File: src/rtl/multicycle_control.sv
// Multicycle processor control FSM: fetch/decode/execute/memory/writeback sequencing
// with memory-ready timeouts and sticky trap causes (illegal opcode, bus error).
module multicycle_control #(
  parameter int TIMEOUT = 255
) (
  input  logic       clk,
  input  logic       rst_n,
  input  logic       imem_ready,
  input  logic [6:0] imem_opcode,
  input  logic       dmem_ready,
  input  logic       brTaken,
  output logic       imem_req,
  output logic       irWe,
  output logic       dmem_req,
  output logic       RAMwe,
  output logic       Regwe,
  output logic       pcWe,
  output logic [1:0] pcSrc,
  output logic [1:0] ALUOp,
  output logic [1:0] ALUSrc1,
  output logic       ALUSrc2,
  output logic [1:0] RegWriteSrc,
  output logic       illegal,
  output logic       busErr
);

  localparam logic [6:0] OP_LOAD   = 7'd3;
  localparam logic [6:0] OP_OPIMM  = 7'd19;
  localparam logic [6:0] OP_AUIPC  = 7'd23;
  localparam logic [6:0] OP_STORE  = 7'd35;
  localparam logic [6:0] OP_OP     = 7'd51;
  localparam logic [6:0] OP_LUI    = 7'd55;
  localparam logic [6:0] OP_BRANCH = 7'd99;
  localparam logic [6:0] OP_JALR   = 7'd103;
  localparam logic [6:0] OP_JAL    = 7'd111;

  localparam logic [9:0] CNT_LAST = 10'(TIMEOUT - 1);

  typedef enum logic [2:0] {
    S_FETCH, S_DECODE, S_EXEC, S_MEM, S_WB, S_TRAP
  } state_t;

  state_t     state_q, state_d;
  logic [6:0] op_q, op_d;
  logic [9:0] cnt_q, cnt_d;
  logic       ill_q, ill_d;
  logic       berr_q, berr_d;
  // Holds fetch off until the first clock edge after reset release.
  logic       run_q;

  function automatic logic is_legal(input logic [6:0] op);
    case (op)
      OP_LOAD, OP_OPIMM, OP_AUIPC, OP_STORE, OP_OP,
      OP_LUI, OP_BRANCH, OP_JALR, OP_JAL: is_legal = 1'b1;
      default:                            is_legal = 1'b0;
    endcase
  endfunction

  // Returns {ALUOp, ALUSrc1, ALUSrc2} for the latched opcode.
  function automatic logic [4:0] alu_ctrl(input logic [6:0] op);
    logic [1:0] aop;
    logic [1:0] src1;
    logic       src2;
    case (op)
      OP_OPIMM, OP_OP: aop = 2'b00;
      OP_BRANCH:       aop = 2'b01;
      default:         aop = 2'b10;
    endcase
    case (op)
      OP_AUIPC: src1 = 2'b10;
      OP_LUI:   src1 = 2'b01;
      default:  src1 = 2'b00;
    endcase
    src2 = (op == OP_OP) || (op == OP_BRANCH);
    alu_ctrl = {aop, src1, src2};
  endfunction

  always_ff @(posedge clk or negedge rst_n) begin
    if (!rst_n) begin
      state_q <= S_FETCH;
      op_q    <= 7'd0;
      cnt_q   <= 10'd0;
      ill_q   <= 1'b0;
      berr_q  <= 1'b0;
      run_q   <= 1'b0;
    end else begin
      state_q <= state_d;
      op_q    <= op_d;
      cnt_q   <= cnt_d;
      ill_q   <= ill_d;
      berr_q  <= berr_d;
      run_q   <= 1'b1;
    end
  end

  always_comb begin
    state_d     = state_q;
    op_d        = op_q;
    cnt_d       = cnt_q;
    ill_d       = ill_q;
    berr_d      = berr_q;
    imem_req    = 1'b0;
    irWe        = 1'b0;
    dmem_req    = 1'b0;
    RAMwe       = 1'b0;
    Regwe       = 1'b0;
    pcWe        = 1'b0;
    pcSrc       = 2'b00;
    ALUOp       = 2'b00;
    ALUSrc1     = 2'b00;
    ALUSrc2     = 1'b0;
    RegWriteSrc = 2'b00;

    case (state_q)
      S_FETCH: begin
        if (run_q) begin
          imem_req = 1'b1;
          if (imem_ready) begin
            irWe    = 1'b1;
            op_d    = imem_opcode;
            state_d = S_DECODE;
          end else if (cnt_q == CNT_LAST) begin
            state_d = S_TRAP;
            berr_d  = 1'b1;
          end else begin
            cnt_d = cnt_q + 10'd1;
          end
        end
      end
      S_DECODE: begin
        if (is_legal(op_q)) begin
          state_d = S_EXEC;
        end else begin
          state_d = S_TRAP;
          ill_d   = 1'b1;
        end
      end
      S_EXEC: begin
        {ALUOp, ALUSrc1, ALUSrc2} = alu_ctrl(op_q);
        case (op_q)
          OP_LOAD, OP_STORE: begin
            state_d = S_MEM;
            cnt_d   = 10'd0;
          end
          OP_BRANCH: begin
            pcWe    = 1'b1;
            pcSrc   = brTaken ? 2'b01 : 2'b00;
            state_d = S_FETCH;
            cnt_d   = 10'd0;
          end
          default: state_d = S_WB;
        endcase
      end
      S_MEM: begin
        {ALUOp, ALUSrc1, ALUSrc2} = alu_ctrl(op_q);
        dmem_req = 1'b1;
        RAMwe    = (op_q == OP_STORE);
        if (dmem_ready) begin
          if (op_q == OP_STORE) begin
            pcWe    = 1'b1;
            state_d = S_FETCH;
            cnt_d   = 10'd0;
          end else begin
            state_d = S_WB;
          end
        end else if (cnt_q == CNT_LAST) begin
          state_d = S_TRAP;
          berr_d  = 1'b1;
        end else begin
          cnt_d = cnt_q + 10'd1;
        end
      end
      S_WB: begin
        Regwe = 1'b1;
        pcWe  = 1'b1;
        if (op_q == OP_LOAD) begin
          RegWriteSrc = 2'b00;
        end else if ((op_q == OP_JAL) || (op_q == OP_JALR)) begin
          RegWriteSrc = 2'b10;
        end else begin
          RegWriteSrc = 2'b01;
        end
        pcSrc   = ((op_q == OP_JAL) || (op_q == OP_JALR)) ? 2'b10 : 2'b00;
        state_d = S_FETCH;
        cnt_d   = 10'd0;
      end
      S_TRAP: begin
        state_d = S_TRAP;
      end
      default: begin
        state_d = S_TRAP;
      end
    endcase
  end

  assign illegal = ill_q;
  assign busErr  = berr_q;

endmodule

File: config.mk
export PLATFORM = sky130hd
export DESIGN_NAME = multicycle_control
export DESIGN_NICKNAME = d
export VERILOG_FILES = /design/src/rtl/multicycle_control.sv
export SDC_FILE = /design/constraint.sdc
export NUM_CORES = 1
export LEC_CHECK = 0
export BUFFER_PORTS_ARGS = -buffer_cell sky130_fd_sc_hd__clkbuf_2
export CORE_MARGIN = 4
export CORE_UTILIZATION = 55
export DETAILED_ROUTE_END_ITERATION = 12
export HOLD_SLACK_MARGIN = 0.15
export PLACE_DENSITY_LB_ADDON = 0.3
export SLEW_MARGIN = 20
export SYNTH_ARGS = -nofsm -noshare
export SYNTH_HDL_FRONTEND = slang
export SYNTH_SLANG_ARGS = --single-unit
File: constraint.sdc
create_clock -name clk -period 1.9 [get_ports clk]
set_input_delay 0.285 -clock clk [delete_from_list [all_inputs] [get_ports clk]]
set_output_delay 0.285 -clock clk [all_outputs]
set_load 0.01 [all_outputs]
Word-level counts from Yosys, hierarchy flattened --
Cells that the tools add are included.
Storage, ports and cells: word-level logic and storage cells 87, input bits 12, output and inout bits 17, register bits after elaboration 23
Operators by class: reductions and logical operators 14, muxes and demuxes 46, $add $sub $neg 1, bitwise gates (word level) 1, eq/ne operators 19
Operator list (count):
- $mux 10 | 6
- $pmux 10 s4 | 1
- $eq 7x6->1 const B | 3
- $eq 7x7->1 const B | 3
- $mux 1 | 20
- $mux 3 | 6
- $pmux 3 s5 | 1
- $eq 7x5->1 const B | 2
- $mux 2 | 6
- $pmux 2 s2 | 3
- $add 10x1->10 const B | 1
- $eq 10x8->1 const B | 1
- $reduce_or 9->1 | 1
- $ne 2x2->1 const B | 4
- $eq 7x2->1 const B | 1
- $eq 3x2->1 const B | 2
- $pmux 3 s2 | 1
- $reduce_or 2->1 | 3
- $reduce_and 5->1 | 1
- $reduce_and 4->1 | 1
- $reduce_bool 4->1 | 1
- $eq 3x1->1 const B | 1
- $eq 3x3->1 const B | 1
- $logic_not 3->1 | 1
- other kinds (9) | 10

Depth between registers and ports, before layout --
Gate-level depths: netlist of the first run.
depth after elaboration 6, gate-level depth with buffers 8, gate-level depth less buffers 7

Worst setup path after synthesis of the first run --
OpenSTA, ideal clock, no wires.
kind register to register, start reg state_q[2], end reg cnt_q[2], setup slack 0.156 ns, buffers on the path 2, setup time 0.121 ns, required time 1.779 ns, data arrival time 1.623 ns, period minus slack after synthesis 1.744 ns, stages on the path, launching flop included 8, path through dfrtp_1 > buf_6 > nand2b_1 > or3_1 > o311ai_1 > buf_4 > nor3_1 > o22a_1
Between the ends: cells in the longest elaborated chain, start to end 3, elaborated cells on any way between the ends 11, classes of those cells eq/ne: 7; mux: 1; reduce/logical: 3
RTL lines:
- start: declaration | RTL line 43 | state_t state_q, state_d;
- start signal: assignment | RTL line 87 | state_q <= state_d;
- $eq 3x2->1 (tied with other cells) | RTL line 114 | case (state_q)
- $ne 3x3->1 (no source line) (tied with other cells)
- $reduce_and 5->1 (no source line)
- end signal: assignment | RTL line 89 | cnt_q <= cnt_d;
- end: declaration | RTL line 45 | logic [9:0] cnt_q, cnt_d;
Parallel ways exist; a longest one is shown, timed or not. A chain may end at the register's enable or synchronous reset.

Worst setup path after layout of the first run --
start reg op_q[2], end out pcSrc[0]
Between the ends: cells in the longest elaborated chain, start to end 3
RTL lines:
- start: declaration | RTL line 44 | logic [6:0] op_q, op_d;
- start signal: assignment | RTL line 88 | op_q <= op_d;
- $eq 7x7->1 | RTL line 140 | case (op_q)
- $mux 1 | RTL line 140
- $pmux 2 s2 | RTL line 114
- end: declaration | RTL line 18 | output logic [1:0] pcSrc,
No other way between the ends.

==> metrics.yaml, run 1 <==
run_status: "finished, violations left"
violations: "setup timing"
cellPowerDensity_nw_per_um2: 378
placementRows: 18
path_clk_slew_ns: 0.13
rsz0062_at_grt: "yes"
die_w_um: 61.0
routed_wl_um: 4440
maxSlewViolCount: 0
die_area_um2: 3720
num_io_pins: 29
area_growth_pct: 30.3
grt_max_degree: 24
layout_commonest_cell: "buf_4"
critPathArrivalTime_ns: 1.72
dr.pass1.iters: 5
fin_crit_sh_pct: 105
cts_buffers: 3
cts.htree.levels: 1
postRouteAntennaNets: 0
cts_tree: "built"
final_cell_mix: "buf_4 (23), dfrtp_1 (20), clkbuf_2 (20)"
routedWlPerCell_um: 17.9
cts_root_buf: "clkbuf_4"
worst_ir_drop_vdd_mv: 0.476
clock-sinks: 23
synthesis.area_um2: 1540
dp_hpwl_um: 2740
fmax_ghz: 0.499
postSynthAreaPerCell_um2: 9.02
netlist-cell-type-count: 48
grt_usage_pct: 22.2
synth_fp_nets: 185
whs_ns: 0.186
worst-setup-path-type: "reg2out"
synthArstFlopShare_pct: 100
route.detailed.drc: 0
drt_iter0_markers: 128
power.leakage_nw: 0.925
synth_edf_count: 0
grt_pass1_wl_um: 6270
clock_skew_ns: 0.00147
antenna_found_initial: 0
post_dp_cell_area_um2: 1740
netlist_instances: 171
viasPerCell: 6.58
num_antenna_cells: 0
fin_crit_ns: 2.00
die_h_um: 61.0
ys.flop_type: "dfrtp_1"
core_um2: 2570
worstSetupStartpointType: "flop"
cts_buffer_depth: 2
clkLatencyLatePin_ns: 0.32
pre_cts_slack_ns: 0.0955
hold_class: "in2reg"
worstPathMaxFanout: 4
yosysWarnings: 0
portBuffers: 28
nNetsFinal: 233
postLayoutSetupSlackWorst_ns: -0.103
worst_slew_pin_slew_ns: 0.592
grt_pass1_vias: 1449
maxSlewHeadroom_pct: 60.5
gp_congestion: 0.904
yosys_register_bits: 23
vias: 1632
max_cap_viol_count: 0
ys_seq_area_share_pct: 37.3
drive_gt1_share_pct: 42.2
start_util_pct: 60.1
setup_viol: 4
critPathRequiredTime_ns: 1.62
final_cell_area_um2: 2010
hold_viol: 0
end_kind: "output port"
overflow: 0
## path summary, 6_finish.rpt
path	endpoint	startpoint	slack, ns	cells past startpoint
hold reg to reg	illegal	illegal	0.49	1
hold / removal	op_q[4]	imem_opcode[4]	0.19	2
min in group asynchronous	busErr	rst_n	0.49	2
max in group asynchronous	op_q[6]	rst_n	0.99	2
setup reg to reg	cnt_q[9]	state_q[0]	0.04	6
setup / recovery	pcSrc[0]	op_q[2]	-0.10	5
## state kept, by name, summed over array words and instances (netlist names)
| name | flops |
|---|---|
| cnt_q | 10 |
| op_q | 7 |
| state_q | 3 |
| busErr | 1 |
| illegal | 1 |
| run_q | 1 |
## critical path, cell delays in order (launching register included)
cell and delay, ns:
dfrtp_1 0.42, and4bb_2 0.39, nand2_4 0.10, nor2_4 0.15
and3_1 0.19, buf_2 0.15
## cell type report
type | count | area [µm²]
clock buffer | 3 | 22.5
clock inverter | 1 | 5.00
fill | 170 | 557
inverter | 6 | 27.5
multi-input combinational | 132 | 998
sequential | 23 | 579
tap | 30 | 37.5
timing repair buffer | 53 | 340
## routing by layer
metal	global-route usage (%)	up-vias	share of wire [%]
li1	-	728	-
met1	29.1	787	38
met2	37.3	95	51
met3	3.40	22	7.8
met4	7.74	0	2.9
met5	0	-	0
## cell families (layout without fill, tap and decap cells)
logic type | Yosys count | count (layout) | share of synthesized area [%]
XOR/XNOR | 1 | 1 | 0.568
other | 1 | 1 | 0.243
flip-flops | 23 | 23 | 37.3
buffers and inverters | 16 | 63 | 5.68
adder cells (fa/ha/maj) | 2 | 2 | 1.62
AND/OR/NAND/NOR | 78 | 78 | 27.9
AO/OA/AOI/OAI | 43 | 43 | 21.6
multiplexers | 7 | 7 | 5.11
## Yosys cell counts, types with 3 or more instances
cell / count / area [µm²]
and3_1: 3 / 18.8
nor2b_1: 5 / 31.3
o22a_1: 5 / 43.8
nand2b_1: 4 / 25.0
inv_1: 6 / 22.5
nand3_1: 8 / 40.0
nor2_1: 15 / 56.3
nand2_1: 9 / 33.8
buf_2: 4 / 20.0
and2_1: 8 / 50.1
a21oi_1: 9 / 45.0
nand4_1: 4 / 25.0
o31ai_1: 9 / 67.6
nor3_1: 9 / 45.0
dfrtp_1: 23 / 576
nor4_1: 3 / 18.8
mux2_2: 7 / 78.8
## metrics by stage
stage	util [%]	TNS (ns)	total power, W	std cells
after detailed placement	67.7	0	0.000529	230
after floorplan	-	0	0.000504	171
after global routing	78.3	-0.703	0.000792	248
after global placement	67.7	0	0.000527	230
after CTS	71.2	-0.0127	0.000767	238
final	78.3	-0.221	0.000760	248
## what timing repair did
action | 4_1_cts | 5_1_grt
endpoints found under the hold margin | 23 | 0
hold buffers | 1 | 0
endpoints found under the setup margin | 8 | 16
gates resized for setup | 11 | 32
setup buffers | 3 | 10
pin swaps | 1 | 11
## power by group
| part | total, W | internal [W] | switching [W] | leakage [nW] |
|---|---|---|---|---|
| logic | 0.0000315 | 0.0000124 | 0.0000191 | 0.602 |
| clock network | 0.000237 | 0.0000789 | 0.000158 | 0.0177 |
| registers | 0.000492 | 0.000491 | 0.00000105 | 0.305 |
No activity file was read; power rests on OpenSTA's default activity.
==> run 2: changes to the inputs <==
--- a/config.mk
+++ b/config.mk
@@ -11,6 +11,7 @@
 export DETAILED_ROUTE_END_ITERATION = 12
 export HOLD_SLACK_MARGIN = 0.15
 export PLACE_DENSITY_LB_ADDON = 0.3
+export RECOVER_POWER = 100
 export SLEW_MARGIN = 20
 export SYNTH_ARGS = -nofsm -noshare
 export SYNTH_HDL_FRONTEND = slang
==> run 2 against run 1 <==
Compared with the run above:
- the run still ends with setup timing left
- wire length fell by 0.18%
- largest power group unchanged
- largest cell class unchanged
- via count fell by 0.67%
- utilization fell by 0.34 points
==> metrics.yaml, run 2 (synthesis results as in run 1) <==
run_status: "finished, violations left"
violations: "setup timing"
finalPower_w: 0.000760
postLayoutSetupSlackWorst_ns: -0.0984
cp_cell_sequence: "and4bb_2 -> nand2_4 -> nor2_4 -> and3_1 -> buf_2"
cts_buffer_depth: 2
die_area_um2: 3720
crit_family: "simple AND/OR/NAND/NOR gates"
antenna_found_initial: 0
p_seq_share_pct: 64.7
core_um2: 2570
intPower_w: 0.000582
grt_max_degree: 24
start_util_pct: 60.1
routedWlPerCell_um: 17.9
max_cap_viol_count: 0
fin_crit_ns: 2.00
routed_wl_um: 4430
reg2reg_to: "cnt_q[9]"
top_layer_used: "met4"
grt_pass1_wl_um: 6270
reg2regPathDepth: 6
pre_cts_slack_ns: 0.0955
final_cell_area_um2: 2000
grt_usage_pct: 22.2
cp_num_buf_inv: 1
fmax_ghz: 0.500
r2r-start: "state_q[0]"
placementRows: 18
portBuffers: 28
num_antenna_cells: 0
clock_skew_ns: 0.00170
fin_crit_sh_pct: 105
r2r_slack_ns: 0.05
power.leakage_nw: 0.915
maxSlewViolCount: 0
cts.htree.levels: 1
die_h_um: 61.0
drt_iter0_markers: 99
worst-setup-path-type: "reg2out"
dr_wl_met3_um: 303
regMostFlops: "cnt_q"
num_io_pins: 29
power.share.combinational_pct: 4.1
clkLatencyLatePin_ns: 0.32
top_regs: "cnt_q: 10 flops, op_q: 7 flops, state_q: 3 flops"
vias: 1621
grt_pass1_vias: 1449
final_cell_mix: "buf_4 (23), dfrtp_1 (20), clkbuf_2 (17)"
dp_hpwl_um: 2740
layout_commonest_cell: "buf_4"
hold_end: "op_q[4]"
die_w_um: 61.0
route.detailed.drc: 0
hold_viol: 0
end_kind: "output port"
dr.pass1.iters: 4
holdPathStages: 2
cp_slowest_cell: "dfrtp_1"
worstSetupStartpointType: "flop"
cellPowerDensity_nw_per_um2: 379
largest_reg_flops: 10
cts_buffers: 3
met1_length_um: 1760
overflow: 0
hold_class: "in2reg"
nNetsFinal: 233
postRouteAntennaNets: 0
clkPwrFrac_pct: 31.2
cpPeakStageDelay_ns: 0.42
whs_ns: 0.186
maxSlewHeadroom_pct: 14.8
area_growth_pct: 29.8
switching_power_w: 0.000178
swShare_pct: 23.4
path_clk_slew_ns: 0.13
critPathArrivalTime_ns: 1.71
critPathRequiredTime_ns: 1.62
clock-sinks: 23
cts_tree: "built"
fin_util_pct: 78.0
rsz0062_at_grt: "yes"
cts_root_buf: "clkbuf_4"
worstPathMaxFanout: 4
drive_gt1_share_pct: 40.4
worst_slew_pin_slew_ns: 1.28
wl_met2_um: 2240
worst_ir_drop_vdd_mv: 0.475
viasPerCell: 6.54
gp_congestion: 0.904
min_from: "imem_opcode[4]"
post_dp_cell_area_um2: 1740
setup_viol: 4
## run 2: cell counts in the layout (fill, tap and decap cells not counted)
No cell type changed its count.
## run 2: layout make-up
cell class / instances / area, µm²
Tap cell: 30 / 37.5
Inverter: 6 / 27.5
Multi-Input combinational cell: 132 / 993
Fill cell: 173 / 566
Clock buffer: 3 / 22.5
Clock inverter: 1 / 5.00
Sequential cell: 23 / 579
Timing Repair Buffer: 53 / 337
## run 2: metal layers
metal  vias up  GRT usage (%)
met3        22           3.40
met2        87           37.3
met5         -              0
met4         0           7.74
met1       785           29.1
li1        727              -
## run 2: what timing repair did
action                                  CTS  global route
hold buffers                              1             0
gates resized for setup                  11            32
hold endpoints to repair                 23             0
endpoints found under the setup margin    8            16
pin swaps                                 1            11
buffers inserted                          3            10
## run 2: worst max-delay path by stage
stage | startpoint | endpoint | depth (start not counted)
2_1_floorplan | state_q[2] | cnt_q[2] | 7
3_3_place_gp | op_q[0] | cnt_q[8] | 5
3_5_place_dp | op_q[0] | cnt_q[8] | 5
4_1_cts | state_q[1] | irWe | 6
5_1_grt | op_q[2] | pcSrc[0] | 5
6_report | op_q[2] | pcSrc[0] | 5
## run 2: power groups by stage
stage	logic [W]	clock network [W]	registers (W)
2_1_floorplan	0.00000330	0	0.000501
3_3_place_gp	0.0000266	0	0.000501
3_5_place_dp	0.0000278	0	0.000501
4_1_cts	0.0000302	0.000245	0.000492
5_1_grt	0.0000355	0.000264	0.000492
6_report	0.0000312	0.000237	0.000492
## run 2: worst register-to-register path, stage by stage, from the launching register on
cell      delay, ns
dfrtp_2        0.48
or3b_4         0.49
buf_4          0.17
o21ai_2        0.11
a311oi_1       0.09
o31ai_1        0.27
o41ai_2        0.13
## run 2: metrics by stage
step,TNS [ns],std cells
4_1_cts,-0.0127,238
3_3_place_gp,0,230
5_1_grt,-0.726,248
2_1_floorplan,0,171
3_5_place_dp,0,230
6_report,-0.226,248
